`config.mk`:
```
export PLATFORM = sky130hd
export DESIGN_NAME = spi_peripheral
export DESIGN_NICKNAME = d
export VERILOG_FILES = /design/src/rtl/spi_peripheral.sv
export SDC_FILE = /design/constraint.sdc
export NUM_CORES = 1
export LEC_CHECK = 0
export ABC_AREA = 0
export BUFFER_PORTS_ARGS = -buffer_cell sky130_fd_sc_hd__buf_2
export CAP_MARGIN = 20
export CELL_PAD_IN_SITES_DETAIL_PLACEMENT = 1
export CELL_PAD_IN_SITES_GLOBAL_PLACEMENT = 2
export CORE_AREA = 2 2 120 93
export CTS_BUF_LIST = sky130_fd_sc_hd__clkbuf_8
export DETAILED_ROUTE_END_ITERATION = 16
export DIE_AREA = 0 0 122 95
export PLACE_DENSITY_LB_ADDON = 0.1
export SLEW_MARGIN = 20
export SYNTH_ARGS = -nofsm -noshare
export SYNTH_HDL_FRONTEND = slang
export SYNTH_SLANG_ARGS = --single-unit
export TNS_END_PERCENT = 100
```
`constraint.sdc`:
```
create_clock -name clock_in -period 2.66 [get_ports clock_in]
set_input_delay 0.532 -clock clock_in [delete_from_list [all_inputs] [get_ports clock_in]]
set_output_delay 0.532 -clock clock_in [all_outputs]
set_load 0.01 [all_outputs]
```
`src/rtl/spi_peripheral.sv`:
```
// Oversampling SPI target front end (mode 0, MSB first).
// Synchronizes the host pins into clock_in, frames transactions on chip select,
// decodes an op-code byte followed by operand bytes, and shifts a response byte
// out on CIPO during every operand byte slot.
module spi_peripheral #(
  parameter int unsigned SYNC_STAGES = 2
) (
  input  logic        clock_in,
  input  logic        reset_n_in,
  input  logic        spi_select_in,
  input  logic        spi_clock_in,
  input  logic        spi_data_in,
  output logic        spi_data_out,
  output logic [7:0]  op_code_out,
  output logic        op_code_valid_out,
  output logic [7:0]  operand_out,
  output logic        operand_valid_out,
  output logic [31:0] operand_count_out,
  input  logic [7:0]  response_in,
  input  logic        response_valid_in
);

  typedef enum logic [1:0] {StIdle, StOpcode, StOperand} state_e;

  logic [SYNC_STAGES-1:0] sel_sync_q;
  logic [SYNC_STAGES-1:0] sclk_sync_q;
  logic [SYNC_STAGES-1:0] data_sync_q;
  logic                   sel_prev_q;
  logic                   sclk_prev_q;

  logic sel_s;
  logic sclk_s;
  logic data_s;
  logic sel_fall;
  logic sclk_rise;
  logic sclk_fall;

  state_e      state_q;
  logic [2:0]  bit_cnt_q;
  logic [7:0]  rx_q;
  logic [7:0]  tx_q;
  logic [7:0]  op_code_q;
  logic        op_code_valid_q;
  logic [7:0]  operand_q;
  logic        operand_valid_q;
  logic [31:0] count_q;
  logic [7:0]  rx_byte;

  // Pin synchronizers plus one extra flop on select and clock for edge detection
  always_ff @(posedge clock_in or negedge reset_n_in) begin
    if (!reset_n_in) begin
      sel_sync_q  <= '0;
      sclk_sync_q <= '0;
      data_sync_q <= '0;
      sel_prev_q  <= 1'b0;
      sclk_prev_q <= 1'b0;
    end else begin
      sel_sync_q  <= {sel_sync_q[SYNC_STAGES-2:0], spi_select_in};
      sclk_sync_q <= {sclk_sync_q[SYNC_STAGES-2:0], spi_clock_in};
      data_sync_q <= {data_sync_q[SYNC_STAGES-2:0], spi_data_in};
      sel_prev_q  <= sel_sync_q[SYNC_STAGES-1];
      sclk_prev_q <= sclk_sync_q[SYNC_STAGES-1];
    end
  end

  assign sel_s     = sel_sync_q[SYNC_STAGES-1];
  assign sclk_s    = sclk_sync_q[SYNC_STAGES-1];
  assign data_s    = data_sync_q[SYNC_STAGES-1];
  assign sel_fall  = ~sel_s & sel_prev_q;
  assign sclk_rise = sclk_s & ~sclk_prev_q;
  assign sclk_fall = ~sclk_s & sclk_prev_q;
  assign rx_byte   = {rx_q[6:0], data_s};

  // Transaction FSM with registered decode outputs and TX shifter
  always_ff @(posedge clock_in or negedge reset_n_in) begin
    if (!reset_n_in) begin
      state_q         <= StIdle;
      bit_cnt_q       <= 3'd0;
      rx_q            <= 8'h00;
      tx_q            <= 8'h00;
      op_code_q       <= 8'h00;
      op_code_valid_q <= 1'b0;
      operand_q       <= 8'h00;
      operand_valid_q <= 1'b0;
      count_q         <= 32'd0;
    end else if (sel_s) begin
      // Select high (which includes a detected rise) always aborts to idle;
      // a partial byte is dropped with no strobes.
      state_q         <= StIdle;
      bit_cnt_q       <= 3'd0;
      tx_q            <= 8'h00;
      op_code_valid_q <= 1'b0;
      operand_valid_q <= 1'b0;
      count_q         <= 32'd0;
    end else begin
      unique case (state_q)
        StIdle: begin
          // A select that was already low (e.g. across reset) gives no fall here
          if (sel_fall) begin
            state_q   <= StOpcode;
            bit_cnt_q <= 3'd0;
            rx_q      <= 8'h00;
            tx_q      <= 8'h00;
          end
        end
        StOpcode: begin
          if (sclk_rise) begin
            rx_q      <= rx_byte;
            bit_cnt_q <= bit_cnt_q + 3'd1;
            if (bit_cnt_q == 3'd7) begin
              op_code_q       <= rx_byte;
              op_code_valid_q <= 1'b1;
              state_q         <= StOperand;
            end
          end
        end
        StOperand: begin
          if (sclk_rise) begin
            rx_q      <= rx_byte;
            bit_cnt_q <= bit_cnt_q + 3'd1;
            if (bit_cnt_q == 3'd0) begin
              operand_valid_q <= 1'b0;
            end
            if (bit_cnt_q == 3'd7) begin
              operand_q       <= rx_byte;
              operand_valid_q <= 1'b1;
              if (count_q != 32'hFFFF_FFFF) begin
                count_q <= count_q + 32'd1;
              end
            end
          end else if (sclk_fall) begin
            // bit_cnt_q is 0 only on the fall that follows a byte's 8th rise
            if (bit_cnt_q == 3'd0) begin
              tx_q <= response_valid_in ? response_in : 8'h00;
            end else begin
              tx_q <= {tx_q[6:0], 1'b0};
            end
          end
        end
        default: state_q <= StIdle;
      endcase
    end
  end

  assign spi_data_out      = tx_q[7];
  assign op_code_out       = op_code_q;
  assign op_code_valid_out = op_code_valid_q;
  assign operand_out       = operand_q;
  assign operand_valid_out = operand_valid_q;
  assign operand_count_out = count_q;

endmodule
```
# Word-level counts from Yosys, hierarchy flattened
# Index checks and enable logic that the tools add are counted.
# classes
order_cmp	0
multipliers	0
n_bitwise	6
n_shift	0
reduce_logical	21
div_mod_pow	0
muxes	32
eq_ne	13
n_addsub	2
# op_table
operator	n
two-way mux 32 bit	5
two-way mux 8 bit	6
adder 32 x 1 -> 32 bit (second input constant)	1
inequality test 32 bit (second input constant)	1
AND reduction 4 bit	6
one-hot mux 8 bit (2 select lines)	1
inequality test 3 bit (second input constant)	5
one-hot mux 7 bit (2 select lines)	1
nonzero test 2 bit	6
two-way mux 1 bit	9
two-way mux 3 bit	3
AND reduction 3 bit	3
nonzero test 3 bit	3
two-way mux 2 bit	4
two-way mux 7 bit	1
one-hot mux 2 bit (3 select lines)	1
one-hot mux 3 bit (2 select lines)	1
inequality test 2 bit (second input constant)	2
adder 3 x 1 -> 3 bit (second input constant)	1
AND 1 bit	3
== test 3 bit (second input constant)	1
zero test 3 bit	1
inequality test 3 x 1 -> 1 bit (second input constant)	1
NOT 1 bit	3
other kinds (5)	5
# totals
out_inout_bits	51
in_bits	14
latch_bits	0
reg_bits	78
ramBits	0
romBits	0
mem_count	0
word_cells	88

# Longest topological paths before layout
# depth
depth_word	6
depth_mapped	8

# Least setup slack after synthesis
# No wires, ideal clock.
# synth_timing
path_type	register to register
from	reg state_q[0]
to	reg operand_q[0] (netlist: operand_out[0])
stages_incl_launch_ff	7
arrival_ps	1752
n_path_buf	1
synth_period_minus_slack_ps	1877
required_ps	2535
setup_time_ps	125
path_slack_ps	783
path_cell_list	dfrtp_1 inv_1 ha_1 nand2b_1 clkbuf_1 nor2_1 mux2_2
# synth_between
elab_chain_cells	2
# synth_rtl
element	line	source
from (decl)	38	state_e state_q;
from (signal assigned)	77	state_q <= StIdle;
from (signal assigned)	89	state_q <= StIdle;
from (signal assigned)	100	state_q <= StOpcode;
== test 2 bit	96	unique case (state_q)
AND reduction 4 bit (no line)	--	
to (signal assigned)	125	operand_q <= rx_byte;
to (decl)	44	logic [7:0] operand_q;
# Every way passes these cells.
# A chain may end at the register's enable or synchronous reset.

# Worst setup path in the final report
# layout_timing
from	reg state_q[0]
to	reg count_q[12] (netlist: operand_count_out[12])
# layout_between
elab_chain_cells	3
# layout_rtl
element	line	source
== test 2 bit	96	
nonzero test 2 bit (no line)	--	
AND reduction 4 bit (no line)	--	
to (signal assigned)	128	count_q <= count_q + 32'd1;
to (decl)	46	logic [31:0] count_q;
# Every way passes these cells.

==> results_dict.tcl <==
set metrics [dict create \
    synthesis.nets 389 \
    synth_compound_area_share_pct 7.09 \
    synth_top_family_by_area "simple AND/OR/NAND/NOR gates" \
    remaining_design_rule_violation_count 0 \
    yosys_register_bits 78 \
    grt_first_pass_wirelength_mm 15.3 \
    post_synth_num_cell_types 46 \
    postCtsSetupRepairBufs 0 \
    cp-end-kind "flip-flop" \
    cts.reportedPaths.clkPinSlew_ns 0.08 \
    ys_seq_area_share_pct 51.7 \
    coreArea_um2 10500 \
    io-pin-count 65 \
    dp_hpwl_mm 6.62 \
    fp.dieH_um 95 \
    finalClockSkew_ns 0.0111 \
    timing.final.max_slew_violations 0 \
    dr_total_vias 2936 \
    die_area_um2 11600 \
    number_of_global_route_vias_before_repair 2843 \
    portBuffers 64 \
    cp_data_required_time_ns 2.89 \
    number_of_gates_given_a_new_drive_strength_after_cts 0 \
    detail_route.wirelength_mm 9.37 \
    post_synth_and_or_nand_nor_area_fraction_pct 24.7 \
    synthCells 366 \
    ir_drop_worst_case_vdd_v 0.000217 \
    grt_start_max_net_pins 53 \
    antenna_left 0 \
    routabilityCongestion 0.765 \
    timing.slew.headroom_pct 61.0 \
    placement_rows 33 \
    worst_ep_arrival_time_ns 2.53 \
    areaGrowthSynthToFinish_pct 19.6 \
    critPathKind "reg -> reg" \
    ctsLongestPathBuffers 2 \
    starting_density_pct 35.9 \
    place.detailed.instances 566 \
    mappedNetlistArea_um2 3770 \
    clock_sink_count 78 \
    drive_gt1_share_pct 27.4 \
    fin_setup_tns_ns 0 \
    grtUsageTotal_pct 17.2 \
    layout_worst_path_cycle_share_pct 86.4 \
    fillerInstances 1227 \
    placed_cell_area_um2 4300 \
    setup_repair_after_global_routing_missed_its_margin "false" \
    timing.final.crit_period_ns 2.30 \
    timing.fmax_mhz 435 \
    clock_insertion_delay_worst_skew_ns 0.36 \
    synthMuxAreaShare_pct 4.77 \
    maxCapViolations 0 \
    grt_overflow 0 \
    run_status "finished clean" \
    antenna_found_initial 0 \
    postSynth.asyncResetShare_pct 100 \
    synthesis.yosys.warnings 0 \
    report.final.hold_viol_count 0 \
    finalNetCount 460 \
    cts_max_level 3 \
    finalSetupViolCount 0 \
    powerDensity_nw_per_um2 552 \
    cts-buffers-inserted 9 \
    power.static_leakage_nw 2.16 \
    synthAdderAreaFrac_pct 2.98 \
    synth_enable_flop_cells 0 \
    syn-mean-instance-area_um2 10.3 \
    synthFlopType "sky130_fd_sc_hd__dfrtp_1" \
    critical_path_peak_fanout 8 \
    cts_root_buffer "sky130_fd_sc_hd__clkbuf_8" \
    final_cell_count_no_fill 582 \
    route.detailed.wl_per_inst_um 16.1 \
    postLayoutCellArea_um2 4510 \
    detailedRoute.firstPassIterationCount 4 \
    drt_first_iter_violations 128 \
    tightestPinTransition_ns 0.584 \
    synth_largest_type_area_fraction_pct 51.7 \
    floorplan.die.width_um 122 \
    critical_path.startpoint_type "flip-flop" \
    antenna_cells_inserted 0 \
    holdBufCountCts 0 \
    yosys.area_share.xor_xnor_pct 6.26 \
    vias_per_cell 5.04 \
    synth_top_area_cell "sky130_fd_sc_hd__dfrtp_1" \
    synth_area_leaders "sky130_fd_sc_hd__dfrtp_1, sky130_fd_sc_hd__xor2_1, sky130_fd_sc_hd__mux2_2, sky130_fd_sc_hd__nand2_1, sky130_fd_sc_hd__nor2_1" \
    tritoncts "done" \
    hold_path_class "in -> async" \
]
[through the flow]
step                      total power, W  setup slack, ns  hold slack, ns  util (%)
after floorplan                  0.00144            0.783           0.236         -
after global placement           0.00154            0.377           0.335      40.8
after detailed placement         0.00155            0.350           0.339      40.8
after CTS                        0.00254            0.335          0.0828      42.9
after global routing             0.00263            0.166          0.0950      42.9
final                            0.00249            0.363          0.0843      42.9
[cells by family after synthesis]
| kind of cell | Yosys count |
|---|---|
| and+or+nand+nor | 168 |
| DFF | 78 |
| AOI/OAI and AO/OA | 45 |
| xor gates and xnor gates | 27 |
| buffers and inverters | 23 |
| muxes | 16 |
| adders and majority gates | 9 |
[power by group]
part           switching, W  internal [W]  leakage [nW]  total (W)
Combinational      0.000198     0.0000840         0.980   0.000282
Sequential        0.0000262       0.00121          1.07    0.00124
Clock              0.000448      0.000523         0.108   0.000971
Total              0.000672       0.00182          2.16    0.00249
[cells in the mapped netlist, types with 3 or more instances]
library cell	instances
sky130_fd_sc_hd__mux2_2	16
sky130_fd_sc_hd__xor2_1	22
sky130_fd_sc_hd__o21ai_0	4
sky130_fd_sc_hd__or3_1	3
sky130_fd_sc_hd__nor2b_1	4
sky130_fd_sc_hd__o21ai_1	7
sky130_fd_sc_hd__nand2b_1	4
sky130_fd_sc_hd__nor3_2	3
sky130_fd_sc_hd__nand4_1	15
sky130_fd_sc_hd__dfrtp_1	78
sky130_fd_sc_hd__inv_1	9
sky130_fd_sc_hd__nor4_1	4
sky130_fd_sc_hd__xnor2_1	5
sky130_fd_sc_hd__nand3_1	23
sky130_fd_sc_hd__a21oi_1	19
sky130_fd_sc_hd__and3_1	10
sky130_fd_sc_hd__nand2_1	41
sky130_fd_sc_hd__clkbuf_1	9
sky130_fd_sc_hd__ha_1	9
sky130_fd_sc_hd__o31ai_1	8
sky130_fd_sc_hd__nor2_1	39
[worst paths after layout]
path,cells after the start,start,slack (ns),endpoint
setup / recovery,8,state_q[0],0.36,operand_count_out[12]
hold / removal,1,reset_n_in,0.08,operand_count_out[4]
setup reg to reg,8,state_q[0],0.36,operand_count_out[12]
hold reg to reg,0,data_sync_q[0],0.36,data_sync_q[1]
max in group asynchronous,2,reset_n_in,1.98,state_q[1]
min in group clock_in,1,spi_select_in,0.28,sel_sync_q[0]
[worst max-delay path, cell delays in order, from the launching register on]
cell	delay (ns)
sky130_fd_sc_hd__dfrtp_1	0.43
sky130_fd_sc_hd__inv_1	0.14
sky130_fd_sc_hd__ha_1	0.29
sky130_fd_sc_hd__and4b_1	0.46
sky130_fd_sc_hd__and2_1	0.24
sky130_fd_sc_hd__nor2b_1	0.27
sky130_fd_sc_hd__nand4_1	0.15
sky130_fd_sc_hd__xor2_1	0.15
sky130_fd_sc_hd__nor2_1	0.05
[state kept, by name (all words and copies together), names as in the netlist, 2 cells and up]
signal	count
operand_count_out	32
op_code_out	8
operand_out	8
tx_q	8
rx_q	7
bit_cnt_q	3
data_sync_q	2
sclk_sync_q	2
sel_sync_q	2
state_q	2
[cell usage in the layout, fill, tap and decap left out, types with 5 or more instances in the layout]
| cell | count |
|---|---|
| sky130_fd_sc_hd__a21oi_1 | 19 |
| sky130_fd_sc_hd__buf_2 | 63 |
| sky130_fd_sc_hd__nand2_1 | 41 |
| sky130_fd_sc_hd__o21ai_1 | 7 |
| sky130_fd_sc_hd__o31ai_1 | 8 |
| sky130_fd_sc_hd__ha_1 | 9 |
| sky130_fd_sc_hd__xor2_1 | 22 |
| sky130_fd_sc_hd__mux2_2 | 16 |
| sky130_fd_sc_hd__and3_1 | 10 |
| sky130_fd_sc_hd__xnor2_1 | 5 |
| sky130_fd_sc_hd__clkbuf_8 | 9 |
| sky130_fd_sc_hd__inv_1 | 11 |
| sky130_fd_sc_hd__nand3_1 | 23 |
| sky130_fd_sc_hd__nand4_1 | 15 |
| sky130_fd_sc_hd__nor2_1 | 39 |
| sky130_fd_sc_hd__dfrtp_1 | 78 |
| sky130_fd_sc_hd__buf_4 | 9 |
[final cells by class]
type	instances	area [um2]	share of cell area, %
inverters	10	37.5	0.832
repair buffers	73	403	8.93
clock buffers	9	124	2.74
clock inverters	7	91.3	2.02
flip-flops and latches	78	1950	43.2
multi-input cells	265	1730	38.3
well taps	140	175	3.88
[routing by layer]
layer / global-route usage, % / vias to the layer above / part of all wire, %
li1: - / 1416 / -
met1: 25.0 / 1465 / 52
met2: 25.1 / 46 / 43
met3: 4.65 / 9 / 4.0
met4: 5.17 / 0 / 1.1
met5: 0 / - / 0
(Power assumes the default switching activity.)
